===== config.mk =====
export PLATFORM = sky130hd
export DESIGN_NAME = truth_table_sweeper
export DESIGN_NICKNAME = d
export VERILOG_FILES = /design/src/rtl/truth_table_sweeper_pkg.sv /design/src/rtl/truth_table_sweeper_settle_timer.sv /design/src/rtl/truth_table_sweeper.sv
export SDC_FILE = /design/constraint.sdc
export NUM_CORES = 1
export LEC_CHECK = 0
export BUFFER_PORTS_ARGS = -buffer_cell sky130_fd_sc_hd__buf_4
export CAP_MARGIN = 15
export CORE_MARGIN = 1.5
export CORE_UTILIZATION = 55
export CTS_BUF_LIST = sky130_fd_sc_hd__clkbuf_8
export CTS_CLUSTER_SIZE = 20
export DETAILED_ROUTE_END_ITERATION = 10
export GPL_TIMING_DRIVEN = 1
export PLACE_DENSITY = 0.92
export SETUP_SLACK_MARGIN = 0.5
export SYNTH_ARGS = -nofsm -noshare
export SYNTH_HDL_FRONTEND = slang
export SYNTH_SLANG_ARGS = --single-unit

===== constraint.sdc =====
create_clock -name clk -period 1.6 [get_ports clk]
set_input_delay 0.48 -clock clk [delete_from_list [all_inputs] [get_ports clk]]
set_output_delay 0.48 -clock clk [all_outputs]
set_load 0.01 [all_outputs]

===== src/rtl/truth_table_sweeper_pkg.sv =====
// Shared types and constants for the truth-table sweeper: FSM states,
// combination count, stimulus width and the packed-table bit-index helper.
package truth_table_sweeper_pkg;

    typedef enum logic [1:0] {
        IDLE = 2'd0,
        HOLD = 2'd1,
        DONE = 2'd2
    } state_t;

    localparam int unsigned NUM_COMBOS = 8;
    localparam int unsigned IN_WIDTH   = 3;

    // Position of f_in[k] captured at combination i inside the packed table.
    function automatic int unsigned tbl_bit(input int unsigned k,
                                            input logic [IN_WIDTH-1:0] i);
        return k * NUM_COMBOS + 32'(i);
    endfunction

endpackage


===== src/rtl/truth_table_sweeper_settle_timer.sv =====
// Loadable down-counter that holds each stimulus combination for
// SETTLE_CYCLES extra cycles; zero_o marks the cycle that ends the window.
module truth_table_sweeper_settle_timer #(
    parameter int unsigned SETTLE_CYCLES = 1
) (
    input  logic clk,
    input  logic rst_n,
    input  logic load_i,
    output logic zero_o
);

    localparam int unsigned CNT_W =
        ($clog2(SETTLE_CYCLES + 1) > 0) ? $clog2(SETTLE_CYCLES + 1) : 1;
    localparam logic [CNT_W-1:0] LOAD_VAL = CNT_W'(SETTLE_CYCLES);

    logic [CNT_W-1:0] cnt_q;

    always_ff @(posedge clk) begin
        if (!rst_n) begin
            cnt_q <= '0;
        end else if (load_i) begin
            cnt_q <= LOAD_VAL;
        end else if (cnt_q != '0) begin
            cnt_q <= cnt_q - 1'b1;
        end
    end

    assign zero_o = (cnt_q == '0);

endmodule


===== src/rtl/truth_table_sweeper.sv =====
// Drives {a,b,c} through all eight combinations, samples f_in at the end of
// each settle window and presents the packed truth table with a done pulse.
module truth_table_sweeper
    import truth_table_sweeper_pkg::*;
#(
    parameter int unsigned SETTLE_CYCLES = 1,
    parameter int unsigned N_OUT         = 2
) (
    input  logic                        clk,
    input  logic                        rst_n,
    input  logic                        start,
    output logic                        a,
    output logic                        b,
    output logic                        c,
    input  logic [N_OUT-1:0]            f_in,
    output logic                        busy,
    output logic                        done,
    output logic                        valid,
    output logic [NUM_COMBOS*N_OUT-1:0] table_out,
    output state_t                      dbg_state_o
);

    localparam int unsigned TBL_W = NUM_COMBOS * N_OUT;

    state_t                state_q;
    logic [IN_WIDTH-1:0]   idx_q;
    logic [IN_WIDTH-1:0]   abc_q;
    logic                  busy_q;
    logic                  done_q;
    logic                  valid_q;
    logic [TBL_W-1:0]      table_q;
    logic [TBL_W-1:0]      table_d;
    logic [NUM_COMBOS-1:0] row;
    logic                  timer_load;
    logic                  timer_zero;

    // Reload on an accepted start and whenever we step to the next combination.
    assign timer_load = ((state_q == IDLE) && start) ||
                        ((state_q == HOLD) && timer_zero && (idx_q != 3'd7));

    truth_table_sweeper_settle_timer #(
        .SETTLE_CYCLES(SETTLE_CYCLES)
    ) u_settle_timer (
        .clk    (clk),
        .rst_n  (rst_n),
        .load_i (timer_load),
        .zero_o (timer_zero)
    );

    always_comb begin
        table_d = table_q;
        row     = '0;
        for (int unsigned k = 0; k < N_OUT; k++) begin
            row        = table_q[tbl_bit(k, '0) +: NUM_COMBOS];
            row[idx_q] = f_in[k];
            table_d[tbl_bit(k, '0) +: NUM_COMBOS] = row;
        end
    end

    always_ff @(posedge clk) begin
        if (!rst_n) begin
            state_q <= IDLE;
            idx_q   <= '0;
            abc_q   <= '0;
            busy_q  <= 1'b0;
            done_q  <= 1'b0;
            valid_q <= 1'b0;
            table_q <= '0;
        end else begin
            done_q <= 1'b0;
            case (state_q)
                IDLE: begin
                    if (start) begin
                        state_q <= HOLD;
                        idx_q   <= '0;
                        abc_q   <= '0;
                        busy_q  <= 1'b1;
                        valid_q <= 1'b0;
                        table_q <= '0;
                    end
                end
                HOLD: begin
                    if (timer_zero) begin
                        table_q <= table_d;
                        if (idx_q == 3'd7) begin
                            state_q <= DONE;
                            abc_q   <= '0;
                            busy_q  <= 1'b0;
                            done_q  <= 1'b1;
                            valid_q <= 1'b1;
                        end else begin
                            idx_q <= idx_q + 1'b1;
                            abc_q <= idx_q + 1'b1;
                        end
                    end
                end
                DONE: begin
                    state_q <= IDLE;
                end
                default: begin
                    state_q <= IDLE;
                end
            endcase
        end
    end

    assign {a, b, c}   = abc_q;
    assign busy        = busy_q;
    assign done        = done_q;
    assign valid       = valid_q;
    assign table_out   = table_q;
    assign dbg_state_o = state_q;

endmodule


==> results_dict.tcl, run 1 <==
set metrics [dict create \
    status "stopped before the end" \
    stop_stage "global routing (5_1_grt)" \
    error "[ERROR DPL-0038] Utilization greater than 100%, impossible to legalize" \
    die_h_um 52.2 \
    clock_sink_count 28 \
    post_synth.cell_area_avg_um2 8.22 \
    postCtsHoldBufs 0 \
    htree_levels 1 \
    synth_top_area_share_pct 42.1 \
    row_count 17 \
    grt_max_degree 33 \
    ys_types 27 \
    grt-worst-endpoint "abc_q[0]$_SDFFE_PN0P_/D" \
    yosysWarnings 0 \
    synth-seq-cells 28 \
    io_buffers 28 \
    worst-ep-kind "sequential cell input" \
    place.gp.congestion 0.832 \
    yosys-top-cells-area "dfxtp_1, a21boi_0, nand2_1" \
    cts_made_buffers 3 \
    synth.cell_area_mm2 0.00133 \
    fp.dieW_um 52.2 \
    clock_path_buffers 2 \
    synth_nets 170 \
    synth_cells 162 \
    yosysSeqAreaShare_pct 42.1 \
    initial_core_util_pct 59.0 \
    synth_top_area_cell "dfxtp_1" \
    io_pins 29 \
    hpwl_um 2140 \
    clockRootBuffer "clkbuf_8" \
]
## cells in the mapped netlist
cell type and instances:
clkbuf_1 8, o21ai_0 12, a21oi_1 5, nor3_1 1, or4_1 1, nor3b_1 4
nand2b_1 3, and3_1 2, nor2b_1 3, dfxtp_1 28, and2_1 2, o21a_1 8
buf_6 1, ha_1 3, a21o_1 1, nand2b_4 1, inv_1 2, nand3b_1 5
nand3_1 8, a21boi_0 11, mux2i_1 2, nand2_1 19, nor2_1 18, buf_2 3
o22ai_1 2, a21boi_1 8, nor4_1 1
## what timing repair did
| item | CTS |
|---|---|
| endpoints found under the setup margin | 52 |
| endpoints found under the hold margin | 0 |
| setup buffers | 20 |
| gates cloned | 1 |
| resized for setup | 84 |
| pin swaps | 22 |
## cells by family after synthesis
logic type | share of synthesized area [%]
flops | 42.1
simple gates | 25.7
fa+ha+maj | 2.82
mux | 1.50
compound gates | 23.1
buf+inv | 4.79
## metrics by stage
stage | instance area, µm² | utilization (%) | setup WS (ns) | instances | hold slack (ns)
after detailed placement | 1600 | 71.1 | 0.0972 | 211 | 0.451
after global placement | 1600 | 71.1 | 0.144 | 211 | 0.438
after floorplan | 1390 | - | 0.219 | 162 | 0.475
after CTS | 2070 | 91.8 | 0.200 | 236 | 0.467
==> inputs of run 2 (changes only) <==
--- a/config.mk
+++ b/config.mk
@@ -7,14 +7,11 @@
 export LEC_CHECK = 0
 export BUFFER_PORTS_ARGS = -buffer_cell sky130_fd_sc_hd__buf_4
 export CAP_MARGIN = 15
-export CORE_MARGIN = 1.5
-export CORE_UTILIZATION = 55
-export CTS_BUF_LIST = sky130_fd_sc_hd__clkbuf_8
-export CTS_CLUSTER_SIZE = 20
+export CORE_AREA = 2 2 63 65
 export DETAILED_ROUTE_END_ITERATION = 10
+export DIE_AREA = 0 0 65 67
 export GPL_TIMING_DRIVEN = 1
-export PLACE_DENSITY = 0.92
-export SETUP_SLACK_MARGIN = 0.5
+export PLACE_DENSITY_LB_ADDON = 0.15
 export SYNTH_ARGS = -nofsm -noshare
 export SYNTH_HDL_FRONTEND = slang
 export SYNTH_SLANG_ARGS = --single-unit
==> results_dict.tcl, run 2 <==
set metrics [dict create \
    synth_nets 170 \
    maxCapViolations 0 \
    power.total_uw 1260 \
    io_pins 29 \
    fin_tns_setup_ns 0 \
    antenna_cells 0 \
    clock_path_buffers 2 \
    first_pass_iters 4 \
    postCtsHoldBufs 0 \
    min_period_over_period_pct 91.5 \
    largest_reg_flops 16 \
    synth_ff_type "dfxtp_1" \
    die_area_mm2 0.00436 \
    drtIter0Drc 34 \
    vias 1178 \
    nets 198 \
    layout_commonest_cell "buf_4" \
    crit_path_end_kind "register" \
    wl_per_cell_um 12.2 \
    wl_met3_um 98 \
    mostFrequentLayoutCells "buf_4, dfxtp_1, nand2_1, nor2_1, o21ai_0" \
    slew_headroom_pct 73.3 \
    worst_slack_ns 0.136 \
    grt_pass1_vias 1153 \
    slowest_stage "or4_1" \
    r2r_start "idx_q[0]" \
    clk_latency_ns 0.27 \
    setup-violations-final 0 \
    core_mm2 0.00361 \
    synth.cell_area_mm2 0.00133 \
    met2_length_um 1420 \
    endpoint "abc_q[0]" \
    fp.dieW_um 65 \
    clockRootBuffer "clkbuf_8" \
    die_h_um 67 \
    startpoint "idx_q[0]" \
    overflow 0 \
    viasPerCell 4.99 \
    async_flop_share_pct 0 \
    grt_max_degree 33 \
    clkTransAtPathRegs_ns 0.09 \
    vdd_drop_max_uv 292 \
    io_buffers 28 \
    drv_slew 0 \
    fmax_ghz 0.683 \
    p_leak_uw 0.000675 \
    cp_top_family "simple AND/OR/NAND/NOR gates" \
    crit_cells 4 \
    reg2reg_depth 4 \
    crit_type "reg -> reg" \
    fin_worst_skew_ns 0.00127 \
    wl_met1_um 1300 \
    yosysSeqAreaShare_pct 42.1 \
    yosysWarnings 0 \
    synth_top_area_share_pct 42.1 \
    postCtsSetupRepairBufs 0 \
    critPathLaunchType "register" \
    synth-seq-cells 28 \
    synth-edff-count 0 \
    cp.required_ns 1.81 \
    status "finished, final reports clean" \
    antenna_found_initial 0 \
    synthToLayoutAreaGrowth_pct 23.7 \
    grt_setup_unrepaired "false" \
    initial_core_util_pct 36.9 \
    top_layer "met4" \
    yosysMostFrequentCell "dfxtp_1" \
    synth_top_area_cell "dfxtp_1" \
    place.gp.congestion 0.736 \
    finalHoldViolations 0 \
    ys_types 27 \
    crit_top_cell "ha_1" \
    post-route-drc-count 0 \
    critPathMaxStageDelay_ns 0.50 \
    tightestPinTransition_ns 0.399 \
    hold_path.class "reg -> reg" \
    clock_sink_count 28 \
    grt_pass1_wl_um 5170 \
    powerDensity_mw_per_mm2 765 \
    ant_nets 0 \
    rr_endpoint "abc_q[0]" \
    crit_chain "ha_1 > ha_1 > or4_1 > a21boi_1" \
    synth_cells 162 \
    drive_gt1_share_pct 22.9 \
    post_synth.cell_area_avg_um2 8.22 \
    crit_arrival_ns 1.67 \
    critPathMaxFanout 4 \
    totalWireLength_um 2870 \
    final_cell_area_mm2 0.00165 \
    path_buf_inv 0 \
    finalCriticalPeriod_ns 1.46 \
    r2r_slack_ns 0.14 \
    cts_made_buffers 3 \
    hpwl_um 2080 \
    row_count 22 \
    cts_tree "built" \
    place_area_mm2 0.00160 \
    yosys-top-cells-area "dfxtp_1, a21boi_0, nand2_1" \
    htree_levels 1 \
    track_usage_pct 15.3 \
    pre_cts_slack_ns 0.0801 \
    synth.cells.most_frequent "dfxtp_1, nand2_1, nor2_1, o21ai_0, a21boi_0" \
]
[run 2: report_power, final]
part / switching (µW) / internal [µW] / total, µW
logic: 93.7 / 72.4 / 166
registers: 10.6 / 710 / 721
clock network: 204 / 169 / 373
[run 2: worst min-delay path: cells and delay by family, from the launching register on]
family | cells | cell delay (ns)
AOI/OAI and AO/OA | 1 | 0.05
DFF | 1 | 0.32
and+or+nand+nor | 1 | 0.05
[run 2: cell type report]
| class | count | area, µm² |
|---|---|---|
| sequential | 28 | 564 |
| multi-input combinational | 120 | 711 |
| tap | 48 | 60.1 |
| fill | 359 | 1960 |
| timing repair buffer | 35 | 263 |
| clock buffer | 3 | 41.3 |
| inverter | 2 | 7.51 |
[run 2: worst min path at each step]
stage | start | to | slack [ns] | cells past startpoint
after global routing | abc_q[0] | abc_q[0] | 0.48 | 2
after detailed placement | abc_q[0] | abc_q[0] | 0.45 | 2
final | abc_q[0] | abc_q[0] | 0.46 | 2
after CTS | abc_q[0] | abc_q[0] | 0.46 | 2
after floorplan | abc_q[0] | abc_q[0] | 0.47 | 2
after global placement | abc_q[1] | abc_q[1] | 0.44 | 2
[run 2: logic make-up after synthesis]
| family | after synthesis | synth area share [%] |
|---|---|---|
| buf+inv | 14 | 4.79 |
| mux | 2 | 1.50 |
| compound gates | 47 | 23.1 |
| simple gates | 68 | 25.7 |
| fa+ha+maj | 3 | 2.82 |
| flops | 28 | 42.1 |
[run 2: layer usage]
| metal | vias up | global-route usage, % |
|---|---|---|
| met1 | 542 | 19.0 |
| met2 | 25 | 26.4 |
| met5 | - | 0 |
| met3 | 5 | 2.36 |
| li1 | 606 | - |
| met4 | 0 | 6.38 |
[run 2: repair_timing]
item / CTS / global route
resized for setup: 0 / 4
endpoints found under the hold margin: 0 / 0
endpoints found under the setup margin: 0 / 4
[run 2: through the flow]
step | utilization (%) | hold WS [ns] | cells
after floorplan | - | 0.475 | 162
after global placement | 44.3 | 0.440 | 233
after detailed placement | 44.3 | 0.450 | 233
after CTS | 45.5 | 0.461 | 236
after global routing | 45.7 | 0.477 | 236
final | 45.7 | 0.457 | 236
Note: power is estimated with default switching activity, not from simulation.
==> inputs of run 3 (changes only) <==
==> constraint.sdc (replaced) <==
create_clock -name clk -period 1.6 [get_ports clk]
set_input_delay 0.32 -clock clk [delete_from_list [all_inputs] [get_ports clk]]
set_output_delay 0.32 -clock clk [all_outputs]
set_load 0.01 [all_outputs]
==> results_dict.tcl, run 3 (synthesis gave the netlist of run 2 again) <==
set metrics [dict create \
    status "finished, final reports clean" \
    critPathLaunchType "register" \
    vias 1182 \
    r2r_start "idx_q[0]" \
    crit_path_end_kind "register" \
    setup-violations-final 0 \
    grt_pass1_wl_um 4860 \
    place_area_mm2 0.00161 \
    finalHoldViolations 0 \
    die_area_mm2 0.00436 \
    hpwl_um 2160 \
    r2r_slack_ns 0.11 \
    initial_core_util_pct 36.9 \
    cts_made_buffers 3 \
    track_usage_pct 14.5 \
    cts_tree "built" \
    drv_slew 0 \
    die_h_um 67 \
    fill_cells 366 \
    tightestPinTransition_ns 0.399 \
    min_delay_path_depth 3 \
    hold_path.class "in -> reg" \
    crit_type "reg -> reg" \
    fp.dieW_um 65 \
    io_buffers 28 \
    drtIter0Drc 58 \
    grt_pass1_vias 1060 \
    crit_arrival_ns 1.70 \
    clkTransAtPathRegs_ns 0.09 \
    antenna_found_initial 0 \
    totalWireLength_um 2970 \
    slew_headroom_pct 73.4 \
    reg2reg_depth 6 \
    clock_sink_count 28 \
    place.gp.congestion 0.790 \
    fmax_ghz 0.671 \
    hp-start "f_in[0]" \
    cp.required_ns 1.81 \
    core_mm2 0.00361 \
    clock_path_buffers 2 \
    p_leak_uw 0.000692 \
    clk_latency_ns 0.28 \
    finalCriticalPeriod_ns 1.49 \
    powerDensity_mw_per_mm2 797 \
    final_cell_area_mm2 0.00167 \
    first_pass_iters 4 \
    largest_reg_flops 16 \
    critPathMaxFanout 3 \
    row_count 22 \
    clockRootBuffer "clkbuf_8" \
    regArea_um2 561 \
    maxCapViolations 0 \
    viasPerCell 4.95 \
    vdd_drop_max_uv 362 \
    postCtsSetupRepairBufs 0 \
    io_pins 29 \
    post-route-drc-count 0 \
    ant_nets 0 \
    drive_gt1_share_pct 23.0 \
    rr_endpoint "idx_q[1]" \
    mostFrequentLayoutCells "buf_4, dfxtp_1, nand2_1, nor2_1, o21ai_0" \
    antenna_cells 0 \
    min_period_over_period_pct 93.1 \
    worst_slack_ns 0.110 \
    nets 200 \
    wl_per_cell_um 12.4 \
    pre_cts_slack_ns 0.0484 \
    grt_setup_unrepaired "true" \
    htree_levels 1 \
    layout_commonest_cell "buf_4" \
    multi_input_comb_area_um2 713 \
    hold_end "table_out[1]" \
    fin_worst_skew_ns 0.00103 \
    overflow 0 \
    grt_max_degree 33 \
    synthToLayoutAreaGrowth_pct 25.8 \
]
run 3: changes by cell type in the layout (fill, tap and decap cells not counted):
cell      delta
buf_4        +2
clkbuf_8     +1
nor2_1       -1
dfxtp_2      -3
dfxtp_1      +3
nor2_2       +1
run 3: power breakdown:
group	switching, µW	internal, µW
registers	10.5	710
logic	96.7	75.5
clock network	221	221
total	329	1010
run 3: critical path, stage by stage, from the launching register on:
cell and delay, ns:
dfxtp_1 0.33, ha_1 0.22, ha_1 0.21, nor2_2 0.14, nand2_1 0.09, a21oi_2 0.23, mux2i_1 0.21
run 3: how the worst max path moves through the flow:
| stage | from | to | slack [ns] | cells after the start |
|---|---|---|---|---|
| 6_report | idx_q[0] | idx_q[1] | 0.11 | 6 |
| 5_1_grt | dbg_state_o[0] | table_out[8] | -0.02 | 4 |
| 2_1_floorplan | dbg_state_o[0] | abc_q[0] | 0.18 | 5 |
| 4_1_cts | idx_q[0] | idx_q[1] | 0.02 | 6 |
| 3_5_place_dp | idx_q[0] | idx_q[1] | 0.05 | 6 |
| 3_3_place_gp | idx_q[0] | idx_q[2] | 0.16 | 6 |
run 3: metrics by stage:
stage,instances,setup TNS (ns),utilization [%],total power (µW),hold slack (ns)
2_1_floorplan,162,0,-,843,0.475
5_1_grt,239,-0.0456,46.4,1410,0.349
3_3_place_gp,235,0,44.7,901,0.439
6_report,239,0,46.4,1330,0.338
4_1_cts,239,0,46.3,1360,0.330
3_5_place_dp,235,0,44.7,907,0.450
run 3: final cells by class:
cell class | instances | area share, %
Clock buffer | 4 | 3.29
Sequential cell | 28 | 33.5
Multi-Input combinational cell | 120 | 42.6
Inverter | 2 | 0.448
Timing Repair Buffer | 37 | 16.6
Tap cell | 48 | 3.59
run 3: routing by layer:
metal	vias up	global-route usage, %	routed length [µm]
li1	608	-	-
met5	-	0	0
met4	0	5.32	32
met1	543	18.3	1360
met2	27	24.5	1450
met3	4	2.70	133
run 3: what timing repair did:
item	CTS	global route
endpoints found under the setup margin	0	7
resized for setup	0	2
hold buffers	0	0
